[config.mk]
export PLATFORM = sky130hd
export DESIGN_NAME = prio_arb_lock_flat
export DESIGN_NICKNAME = d
export VERILOG_FILES = /design/src/rtl/prio_arb_lock_pkg.sv /design/src/rtl/prio_arb_lock_if.sv /design/src/rtl/prio_arb_lock_enc.sv /design/src/rtl/prio_arb_lock.sv /design/src/flat_wrapper.sv
export SDC_FILE = /design/constraint.sdc
export NUM_CORES = 1
export LEC_CHECK = 0
export CORE_MARGIN = 1.5
export CORE_UTILIZATION = 41
export DETAILED_ROUTE_END_ITERATION = 16
export GPL_ROUTABILITY_DRIVEN = 0
export HOLD_SLACK_MARGIN = 0.15
export PLACE_DENSITY = 0.75
export SLEW_MARGIN = 20
export SYNTH_ARGS = -nofsm -noshare
export SYNTH_HDL_FRONTEND = slang
export SYNTH_SLANG_ARGS = --single-unit
[constraint.sdc]
create_clock -name clk -period 2.2 [get_ports clk]
set_input_delay 0.44 -clock clk [delete_from_list [all_inputs] [get_ports clk]]
set_output_delay 0.44 -clock clk [all_outputs]
set_load 0.02 [all_outputs]
[src/rtl/prio_arb_lock_pkg.sv]
// Shared types and width helper for the locking priority arbiter.
package prio_arb_pkg;

    typedef enum logic [0:0] {
        IDLE  = 1'b0,
        GRANT = 1'b1
    } state_t;

    function automatic int idx_w(input int n);
        return (n <= 2) ? 1 : $clog2(n);
    endfunction

endpackage

[src/rtl/prio_arb_lock_if.sv]
// Request/grant bundle between the bus masters and the locking arbiter.
interface prio_arb_lock_if
    import prio_arb_pkg::*;
#(
    parameter int N = 8
);
    localparam int IDXW = idx_w(N);

    logic [N-1:0]    req;
    logic            done;
    logic            gnt_valid;
    logic [IDXW-1:0] gnt_idx;
    logic [N-1:0]    gnt_onehot;
    logic            any_req;

    modport master (
        output req, done,
        input  gnt_valid, gnt_idx, gnt_onehot, any_req
    );

    modport slave (
        input  req, done,
        output gnt_valid, gnt_idx, gnt_onehot, any_req
    );
endinterface

[src/rtl/prio_arb_lock_enc.sv]
// Combinational N-input priority encoder; search begins at off and wraps modulo N.
module prio_enc_param
    import prio_arb_pkg::*;
#(
    parameter int N    = 8,
    parameter int IDXW = idx_w(N)
) (
    input  logic [N-1:0]    vec,
    input  logic [IDXW-1:0] off,
    output logic [IDXW-1:0] idx,
    output logic            found
);
    // Scan from the far end so the nearest set bit at or after off is written last.
    always_comb begin
        idx   = '0;
        found = 1'b0;
        for (int k = N - 1; k >= 0; k--) begin
            if (vec[(int'(off) + k) % N]) begin
                idx   = IDXW'((int'(off) + k) % N);
                found = 1'b1;
            end
        end
    end
endmodule

[src/rtl/prio_arb_lock.sv]
// Locking N-requester arbiter: grant is held until the owner pulses done.
// Define PRIO_ARB_ROUND_ROBIN_EN for rotating priority; default is lowest-index-wins.
module prio_arb_lock
    import prio_arb_pkg::*;
#(
    parameter int N    = 8,
    parameter int IDXW = idx_w(N)
) (
    input  logic             clk,
    input  logic             rst,
    prio_arb_lock_if.slave   bus
);
    state_t          state, state_d;
    logic [IDXW-1:0] win_idx;
    logic            win_found;
    logic            load, release_gnt;

    logic            gnt_valid_q;
    logic [IDXW-1:0] gnt_idx_q;
    logic [N-1:0]    gnt_onehot_q;
    logic            any_req_q;
    logic [IDXW-1:0] start_off;

`ifdef PRIO_ARB_ROUND_ROBIN_EN
    logic [IDXW-1:0] rr_ptr;
    assign start_off = rr_ptr;

    always_ff @(posedge clk) begin
        if (rst)
            rr_ptr <= '0;
        else if (load)
            rr_ptr <= (win_idx == IDXW'(N - 1)) ? '0 : win_idx + 1'b1;
    end
`else
    assign start_off = '0;
`endif

    prio_enc_param #(.N(N), .IDXW(IDXW)) u_enc (
        .vec   (bus.req),
        .off   (start_off),
        .idx   (win_idx),
        .found (win_found)
    );

    always_ff @(posedge clk) begin
        if (rst)
            state <= IDLE;
        else
            state <= state_d;
    end

    // done only matters while a grant is held; it both releases and re-arbitrates.
    always_comb begin
        state_d     = state;
        load        = 1'b0;
        release_gnt = 1'b0;
        case (state)
            IDLE: begin
                if (win_found) begin
                    load    = 1'b1;
                    state_d = GRANT;
                end
            end
            GRANT: begin
                if (bus.done) begin
                    if (win_found) begin
                        load = 1'b1;
                    end else begin
                        release_gnt = 1'b1;
                        state_d     = IDLE;
                    end
                end
            end
            default: state_d = IDLE;
        endcase
    end

    always_ff @(posedge clk) begin
        if (rst) begin
            gnt_valid_q  <= 1'b0;
            gnt_idx_q    <= '0;
            gnt_onehot_q <= '0;
            any_req_q    <= 1'b0;
        end else begin
            any_req_q <= |bus.req;
            if (load) begin
                gnt_valid_q  <= 1'b1;
                gnt_idx_q    <= win_idx;
                gnt_onehot_q <= N'(1) << win_idx;
            end else if (release_gnt) begin
                gnt_valid_q  <= 1'b0;
                gnt_onehot_q <= '0;
            end
        end
    end

    assign bus.gnt_valid  = gnt_valid_q;
    assign bus.gnt_idx    = gnt_idx_q;
    assign bus.gnt_onehot = gnt_onehot_q;
    assign bus.any_req    = any_req_q;
endmodule

[src/flat_wrapper.sv]
// flat-port wrapper written by rule: the top's interface ports become plain ports
module prio_arb_lock_flat import prio_arb_pkg::*;
#(
    parameter int N    = 8,
    parameter int IDXW = idx_w(N)
)
  (clk, rst, bus_req, bus_done, bus_gnt_valid, bus_gnt_idx, bus_gnt_onehot, bus_any_req);
  prio_arb_lock_if #(.N(N)) bus_i ();
  input  logic clk;
  input  logic rst;
  input wire logic [$bits(bus_i.req)-1:0] bus_req;
  input wire logic [$bits(bus_i.done)-1:0] bus_done;
  output wire logic [$bits(bus_i.gnt_valid)-1:0] bus_gnt_valid;
  output wire logic [$bits(bus_i.gnt_idx)-1:0] bus_gnt_idx;
  output wire logic [$bits(bus_i.gnt_onehot)-1:0] bus_gnt_onehot;
  output wire logic [$bits(bus_i.any_req)-1:0] bus_any_req;
  assign bus_i.req = bus_req;
  assign bus_i.done = bus_done;
  assign bus_gnt_valid = bus_i.gnt_valid;
  assign bus_gnt_idx = bus_i.gnt_idx;
  assign bus_gnt_onehot = bus_i.gnt_onehot;
  assign bus_any_req = bus_i.any_req;
  prio_arb_lock #(.N(N), .IDXW(IDXW)) u_core (.clk(clk), .rst(rst), .bus(bus_i));
endmodule
==> run summary, run 1 <==
Status: completed
Slew @ Worst Pin: 0.498 ns
Post-CTS Setup Inserts: 0
VDD IR max: 0.000340 V
Reg2reg path depth: 4
Worst setup SP type: input pin
Final setup fails: 0
Largest net degree at the start of global routing: 14
CTS clock-pin slew for the worst setup and hold paths: 0.08 ns
Leading area contributor after synthesis: dfxtp_1
Max Cap Viol: 0
Hold Crit Depth: 2
Num CTS Buffers: 3
Initial antenna violation count: 0
Tmin final: 2.04 ns
Post-CTS Resized: 0
Data arrival, critical path: 2.26 ns
Share of cells above drive strength 1: 0.198
Placed cell count: 114
Post-Syn Instances: 67
Syn nets: 78
Worst reg2reg endpoint: u_core.bus.gnt_onehot[4]
Clock sink count: 14
Routed wire length: 1.54 mm
Via count: 625
Reg2Reg Setup Slack: 0.76 ns
Core area: 1470 µm²
Row cnt: 14
Fin cells: 117
Full die area: 1790 µm²
Reg2reg start: u_core.state
DP HPWL: 1.17 mm
Cell variety after synth: 29
Final period util: 0.928
Ys async rst share: 0
Clock Latency Late Sink: 0.28 ns
Htree depth: 1
Worst Hold End: u_core.bus.gnt_onehot[7]
Initial DRC count: 12
Yosys warning total: 0
Hold Slack: 0.458 ns
Max-slew violation count: 0
Setup TNS: 0 ns
Highest clock rate: 0.490 GHz
Worst Setup Path Type: input pin to flip-flop
Share of the synthesized area in the top cell type: 0.442
Port buffer count: 23
First-pass GRT wire length: 2.46 mm
Clock Path Buffers: 2
Fin util: 0.668
CTS tree: built
Area contributors post-synth: dfxtp_1, nor2_1, a21oi_1
Final nets: 114
GRT overflow: 0
Pwr/cell area: 525 nW/µm²
Crit path required time: 2.42 ns
Critical Path End Type: flip-flop
Final Skew: 0.00386 ns
Antenna diode count: 0
Hold_sp: u_core.bus.gnt_onehot[7]
Mean Syn Cell Area: 9.47 µm²
Die height: 42.3 µm
Power after layout: 516 µW
RSZ-0062 raised after global routing: no
Synth Register Bits: 14
Avg WL per Cell: 13.1 µm
First-pass DRT Iterations: 4
Vias in the first global route: 566
Fillers: 140
Clock root buffer: clkbuf_4
Pleak: 0.363 nW
HP Class: flip-flop to flip-flop
Hold buffer count at cts: 0
Post-route ant nets: 0
Max transition margin: 0.667
Mapped Area: 634 µm²
Die W: 42.3 µm
Starting Density: 0.431
Final Hold Fails: 0
Via/cell ratio: 5.34
EDFF count, synth: 0
Gr usage total: 0.187
Register area share after synthesis: 0.442
Area grow syn2layout: 55.0%
Synth Flop Type: dfxtp_1
DRC violations left: 0
Io pins: 24
Worst-path maximum fanout: 5
-- worst max-delay path: stages --
cell and delay (ns):
clkdlybuf4s50_1 0.42, or4_4 0.58, buf_12 0.16, o31ai_4 0.28, buf_4 0.18, nand2_1 0.07, a21oi_2 0.13
-- logic make-up after synthesis --
logic type | synth area share
and+or+nand+nor | 0.247
AOI/OAI and AO/OA | 0.282
DFF | 0.442
buffers and inverters | 0.0296
-- flip-flops by register name, indices dropped and copies added (netlist names) --
register	flops
u_core.bus.gnt_idx	3
u_core.bus.gnt_onehot	8
u_core.bus.gnt_valid	1
u_core.bus.any_req	1
u_core.state	1
-- power breakdown --
part           internal, mW  total [mW]  switching (mW)
clock                0.0635       0.142          0.0789
combinational        0.0568       0.106          0.0489
sequential            0.263       0.268         0.00513
total                 0.383       0.516           0.133
-- routing by layer --
metal / part of all wire / global-route usage / routed length [µm]
met1: 0.46 / 0.237 / 712
met2: 0.46 / 0.289 / 702
met3: 0.053 / 0.0259 / 82
met4: 0.026 / 0.131 / 40
met5: 0 / 0 / 0
-- layout make-up --
type / count / area [µm²] / area share
multi-input combinational: 50 / 335 / 0.341
timing repair buffer: 34 / 325 / 0.331
sequential: 14 / 280 / 0.285
clock buffer: 3 / 22.5 / 0.0229
tap: 16 / 20.0 / 0.0204
-- metrics by stage --
step                      cell area (µm²)  setup WS (ns)
after CTS                             983          0.148
after detailed placement              961         -0.136
final                                 983          0.158
after global placement                961        -0.0934
after global routing                  983         0.0608
after floorplan                       634          0.302
-- placed cells by master, fill, tap and decap left out --
cell             Yosys  layout
clkdlybuf4s50_1      0      23
dfxtp_1             14      14
nor2_1              11      11
buf_4                0      10
a21oi_1              6       6
nor2b_1              4       4
o21ai_0              3       3
clkbuf_4             0       3
o21a_1               2       2
nand2_1              2       2
a32oi_1              2       2
o21ai_1              2       2
nor3_1               1       1
o21ba_2              1       1
or4_4                1       1
or4_1                1       1
nand2b_1             1       1
or2_2                1       1
nor4_4               1       1
or3b_1               1       1
o31ai_4              1       1
a21oi_2              1       1
nor4b_1              1       1
a21bo_1              1       1
a22o_1               1       1
nor3b_1              1       1
a22oi_1              1       1
a311oi_1             1       1
o311ai_0             1       1
a211oi_1             1       1
buf_12               0       1
-- cell usage after synthesis (2+ instances only) --
cell,count
nand2_1,2
o21ai_1,2
o21ai_0,3
nor2_1,11
a21oi_1,6
o21a_1,2
dfxtp_1,14
nor2b_1,4
clkbuf_1,2
a32oi_1,2
-- worst max path at each step --
stage,from,endpoint,slack [ns],cells past startpoint
after floorplan,bus_req[2],u_core.bus.gnt_onehot[6],0.30,5
after global placement,bus_req[2],u_core.bus.gnt_onehot[7],-0.09,7
after detailed placement,bus_req[2],u_core.bus.gnt_onehot[6],-0.14,7
after CTS,bus_req[2],u_core.bus.gnt_onehot[6],0.15,7
after global routing,bus_req[2],u_core.bus.gnt_onehot[6],0.06,7
final,bus_req[2],u_core.bus.gnt_onehot[6],0.16,7
No activity file was read; power rests on OpenSTA's default activity.
==> run 2, diff against run 1 <==
Settings changed: CORE_AREA set to 2 2 39 41, CORE_MARGIN 1.5 to unset, CORE_UTILIZATION 41 to unset, DIE_AREA set to 0 0 41 43, DONT_BUFFER_PORTS set to 1, PLACE_DENSITY 0.75 to unset.
==> run 2 against run 1 <==
  * Utilization decreased by 19 points
  * Clock skew increased by 0.00083 ns
  * Largest cell class unchanged
  * First-iteration DRC count decreased by 42%
  * Critical path type unchanged
  * Total power decreased by 10%
  * Critical path depth decreased by 3
  * Sequential power increased by 4%
==> run summary, run 2 (same netlist as run 1, synthesis figures left out) <==
Status: completed (unchanged)
Final nets: 80 (was 114)
Tmin final: 1.60 ns (was 2.04 ns)
Post-CTS Resized: 0 (unchanged)
First-pass DRT Iterations: 4 (unchanged)
DRC violations left: 0 (unchanged)
Final setup fails: 0 (unchanged)
Pwr/cell area: 702 nW/µm² (was 525 nW/µm²)
First-pass GRT wire length: 1.98 mm (was 2.46 mm)
GRT overflow: 0 (unchanged)
Post-CTS Setup Inserts: 0 (unchanged)
Share of cells above drive strength 1: 0.134 (was 0.198)
RSZ-0062 raised after global routing: no (unchanged)
Max transition margin: 0.666 (was 0.667)
Full die area: 1760 µm² (was 1790 µm²)
Max Cap Viol: 0 (unchanged)
Die W: 41 µm (was 42.3 µm)
VDD IR max: 0.000334 V (was 0.000340 V)
HP Class: input pin to flip-flop (was flip-flop to flip-flop)
Final Instance Area: 658 µm² (was 983 µm²)
Vias in the first global route: 477 (was 566)
Placed cell areas: 636 µm² (was 961 µm²)
Largest net degree at the start of global routing: 15 (was 14)
Io pins: 24 (unchanged)
Highest clock rate: 0.626 GHz (was 0.490 GHz)
Final Hold Fails: 0 (unchanged)
Routed wire length: 1.26 mm (was 1.54 mm)
Pleak: 0.218 nW (was 0.363 nW)
Clock root buffer: clkbuf_4 (unchanged)
Most frequent cells in the layout: dfxtp_1, nor2_1, a21oi_1, nor2b_1 (was clkdlybuf4s50_1, dfxtp_1, nor2_1, buf_4, a21oi_1)
Slowest library cell on the worst path: or4_4 (unchanged)
Clock sink count: 14 (unchanged)
Via/cell ratio: 6.07 (was 5.34)
Antenna diode count: 0 (unchanged)
Worst Setup Path Type: input pin to flip-flop (unchanged)
Max reg flops: 8 (unchanged)
Worst-path maximum fanout: 6 (was 5)
Clock Latency Late Sink: 0.28 ns (about the same)
Starting Density: 0.458 (was 0.431)
CTS tree: built (unchanged)
Die height: 43 µm (was 42.3 µm)
Most common cell after layout, fill and taps aside: dfxtp_1 (was clkdlybuf4s50_1)
Max-slew violation count: 0 (unchanged)
Data arrival, critical path: 1.83 ns (was 2.26 ns)
Via count: 504 (was 625)
Crit path required time: 2.43 ns (was 2.42 ns)
Final Skew: 0.00469 ns (was 0.00386 ns)
Area grow syn2layout: 3.75% (was 55.0%)
Gr usage total: 0.170 (was 0.187)
Slew @ Worst Pin: 0.500 ns (was 0.498 ns)
Setup TNS: 0 ns (unchanged)
Port buffer count: 0 (was 23)
Row cnt: 14 (unchanged)
Final period util: 0.726 (was 0.928)
Hold buffer count at cts: 0 (unchanged)
CP peak stage delay: 0.58 ns (about the same)
Htree depth: 1 (unchanged)
Worst setup SP type: input pin (unchanged)
Clock Path Buffers: 2 (unchanged)
Avg WL per Cell: 15.1 µm (was 13.1 µm)
Core area: 1380 µm² (was 1470 µm²)
Post-route ant nets: 0 (unchanged)
Initial DRC count: 7 (was 12)
Critical Path End Type: flip-flop (unchanged)
Crit path cell chain: or4_4, nor4_4, or3b_1, a21oi_2 (was clkdlybuf4s50_1, or4_4, buf_12, o31ai_4, buf_4, nand2_1, a21oi_2)
Initial antenna violation count: 0 (unchanged)
CTS clock-pin slew for the worst setup and hold paths: 0.08 ns (about the same)
Num CTS Buffers: 3 (unchanged)
## run 2: worst max-delay path, delay by kind of cell
kind,cells,cell delay (ns)
simple gates,3,1.27
compound gates,1,0.11
## run 2: area by class of cell
cell class,count,area (µm²)
flip-flops and latches,14,280
clock buffers,3,22.5
fillers,136,726
well taps,16,20.0
multi-input cells,50,335
## run 2: final timing paths
kind,start,end,slack [ns],cells after the start
worst max-delay path,bus_req[2],u_core.bus.gnt_onehot[6],0.60,4
worst min-delay path,rst,u_core.bus.gnt_onehot[6],0.20,1
worst max register to register,u_core.state,u_core.bus.gnt_onehot[5],0.79,4
worst min register to register,u_core.bus.gnt_onehot[7],u_core.bus.gnt_onehot[7],0.56,2
## run 2: report_power, final
group          internal (mW)  switching [mW]
Sequential             0.263          0.0165
Combinational         0.0162          0.0207
Clock                 0.0636          0.0826
## run 2: stage by stage
stage	hold WS [ns]	power [mW]	setup slack (ns)	cells	utilization
after floorplan	0.512	0.319	0.302	67	-
after global placement	0.506	0.322	0.308	80	0.459
after detailed placement	0.507	0.322	0.294	80	0.459
after CTS	0.204	0.463	0.599	83	0.476
after global routing	0.192	0.480	0.506	83	0.476
final	0.202	0.462	0.603	83	0.476
## run 2: routing by layer
metal | up-vias | GRT usage | part of all wire
met5 | - | 0 | 0
met4 | 0 | 0.100 | 0.020
met3 | 3 | 0.0733 | 0.085
met2 | 20 | 0.234 | 0.45
met1 | 228 | 0.212 | 0.45
li1 | 253 | - | -
==> run 3, diff against run 2 <==
Clock period 2.2 ns to 1.4 ns, I/O delays scaled along.
==> run 3 against run 2 <==
  * The run now ends with negative setup slack left
  * Wire length increased by 19%
  * Sequential power increased by 57%
  * Cell area increased by 19%
  * Global-route usage increased by 3.6 points
  * First-iteration DRC count increased by 29%
  * Largest cell class unchanged
==> run summary, run 3 (same netlist as run 1, synthesis figures left out) <==
Share of cells above drive strength 1: 0.329 (was 0.134)
Final Skew: 0.000794 ns (was 0.00469 ns)
Clock sink count: 14 (unchanged)
Largest net degree at the start of global routing: 15 (unchanged)
Final Instance Area: 785 µm² (was 658 µm²)
Final period util: 1.00
Fin util: 0.567 (was 0.476)
Worst-path maximum fanout: 6 (unchanged)
Io pins: 24 (unchanged)
Htree depth: 1 (unchanged)
Clock Latency Late Sink: 0.28 ns (about the same)
Via count: 548 (was 504)
Port buffer count: 0 (unchanged)
Routed wire length: 1.50 mm (was 1.26 mm)
Max Cap Viol: 0 (unchanged)
Fillers: 122 (was 136)
Most common cell after layout, fill and taps aside: dfxtp_1 (unchanged)
Initial antenna violation count: 0 (unchanged)
Worst setup SP type: input pin (unchanged)
Max transition margin: 0.791 (was 0.666)
Max reg flops: 8 (unchanged)
Placed cell areas: 706 µm² (was 636 µm²)
Slew @ Worst Pin: 0.312 ns (was 0.500 ns)
Crit path required time: 1.63 ns (was 2.43 ns)
Final WS setup: -0.00414 ns (was 0.603 ns)
First-pass DRT Iterations: 4 (unchanged)
Initial DRC count: 9 (was 7)
Die height: 43 µm (unchanged)
Clock Path Buffers: 2 (unchanged)
Tmin final: 1.40 ns
Final nets: 92 (was 80)
Top delay family on crit path: simple AND/OR/NAND/NOR gates (unchanged)
Avg WL per Cell: 15.7 µm (was 15.1 µm)
Data arrival, critical path: 1.63 ns (was 1.83 ns)
Highest clock rate: 0.712 GHz
Die W: 41 µm (unchanged)
Worst path buffer plus inverter count: 1 (was 0)
CTS clock-pin slew for the worst setup and hold paths: 0.08 ns (about the same)
VDD IR max: 0.000615 V (was 0.000334 V)
HP Class: input pin to flip-flop (unchanged)
Pwr/cell area: 963 nW/µm² (was 702 nW/µm²)
Starting Density: 0.458 (unchanged)
Failing checks: negative setup slack
Num CTS Buffers: 3 (unchanged)
GRT overflow: 0 (unchanged)
Core area: 1380 µm² (unchanged)
Pleak: 0.290 nW (was 0.218 nW)
CTS tree: built (unchanged)
Vias in the first global route: 511 (was 477)
Final setup fails: 1 (was 0)
DP HPWL: 1.11 mm
Gr usage total: 0.207 (was 0.170)
Row cnt: 14 (unchanged)
Full die area: 1760 µm² (unchanged)
Via/cell ratio: 5.77 (was 6.07)
Max-slew violation count: 0 (unchanged)
CP peak stage delay: 0.55 ns (was 0.58 ns)
Slowest library cell on the worst path: or4_4 (unchanged)
Critical Path End Type: flip-flop (unchanged)
Most frequent cells in the layout: dfxtp_1, nor2_1, buf_4, a21oi_1 (was dfxtp_1, nor2_1, a21oi_1, nor2b_1)
Hold Slack: 0.0455 ns (was 0.202 ns)
First-pass GRT wire length: 2.32 mm (was 1.98 mm)
Post-route ant nets: 0 (unchanged)
DRC violations left: 0 (unchanged)
Antenna diode count: 0 (unchanged)
Crit path cell chain: or4_4, buf_6, nor4_4, or3b_1, a21oi_2 (was or4_4, nor4_4, or3b_1, a21oi_2)
Status: finished, violations left (was completed)
Area grow syn2layout: 23.7% (was 3.75%)
Final Hold Fails: 0 (unchanged)
Clock root buffer: clkbuf_4 (unchanged)
RSZ-0062 raised after global routing: yes (was no)
Worst Setup Path Type: input pin to flip-flop (unchanged)
==> run 3: path summary, 6_finish.rpt <==
| check | from | endpoint | slack, ns | depth (start not counted) |
|---|---|---|---|---|
| worst min register to register | u_core.bus.gnt_onehot[7] | u_core.bus.gnt_onehot[7] | 0.56 | 2 |
| worst max register to register | u_core.state | u_core.bus.gnt_onehot[6] | 0.09 | 4 |
| worst min-delay path | rst | u_core.bus.gnt_onehot[6] | 0.05 | 1 |
| worst max-delay path | bus_req[0] | u_core.bus.gnt_onehot[6] | -0.004 | 5 |
==> run 3: layout make-up <==
| cell class | count | area (µm²) | share of cell area |
|---|---|---|---|
| clock buffer | 3 | 22.5 | 0.0287 |
| multi-input combinational | 50 | 359 | 0.458 |
| sequential | 14 | 282 | 0.359 |
| timing repair buffer | 12 | 101 | 0.129 |
| tap | 16 | 20.0 | 0.0255 |
==> run 3: metal layers <==
metal  up-vias  GRT usage  share of wire
met5         -          0              0
li1        274          -              -
met3         7     0.0471          0.074
met4         0      0.140          0.034
met2        20      0.288           0.47
met1       247      0.272           0.42
==> run 3: repair_timing <==
item,4_1_cts,5_1_grt
gates resized for setup,5,5
pin swaps,3,3
setup buffers,1,3
endpoints found under the hold margin,12,12
setup endpoints to repair,1,8
==> run 3: power breakdown <==
| part | switching, mW | internal, mW | leakage (nW) |
|---|---|---|---|
| logic | 0.0412 | 0.0457 | 0.161 |
| clock network | 0.131 | 0.100 | 0.0138 |
| registers | 0.0244 | 0.413 | 0.115 |
==> run 3: metrics by stage <==
stage / worst slack, ns / power, mW / TNS [ns] / instances
5_1_grt: -0.0243 / 0.784 / -0.0538 / 95
4_1_cts: -0.00486 / 0.754 / -0.00486 / 93
6_report: -0.00414 / 0.755 / -0.00414 / 95
2_1_floorplan: -0.338 / 0.502 / -1.27 / 67
3_3_place_gp: -0.282 / 0.522 / -2.49 / 89
3_5_place_dp: -0.300 / 0.523 / -2.57 / 89
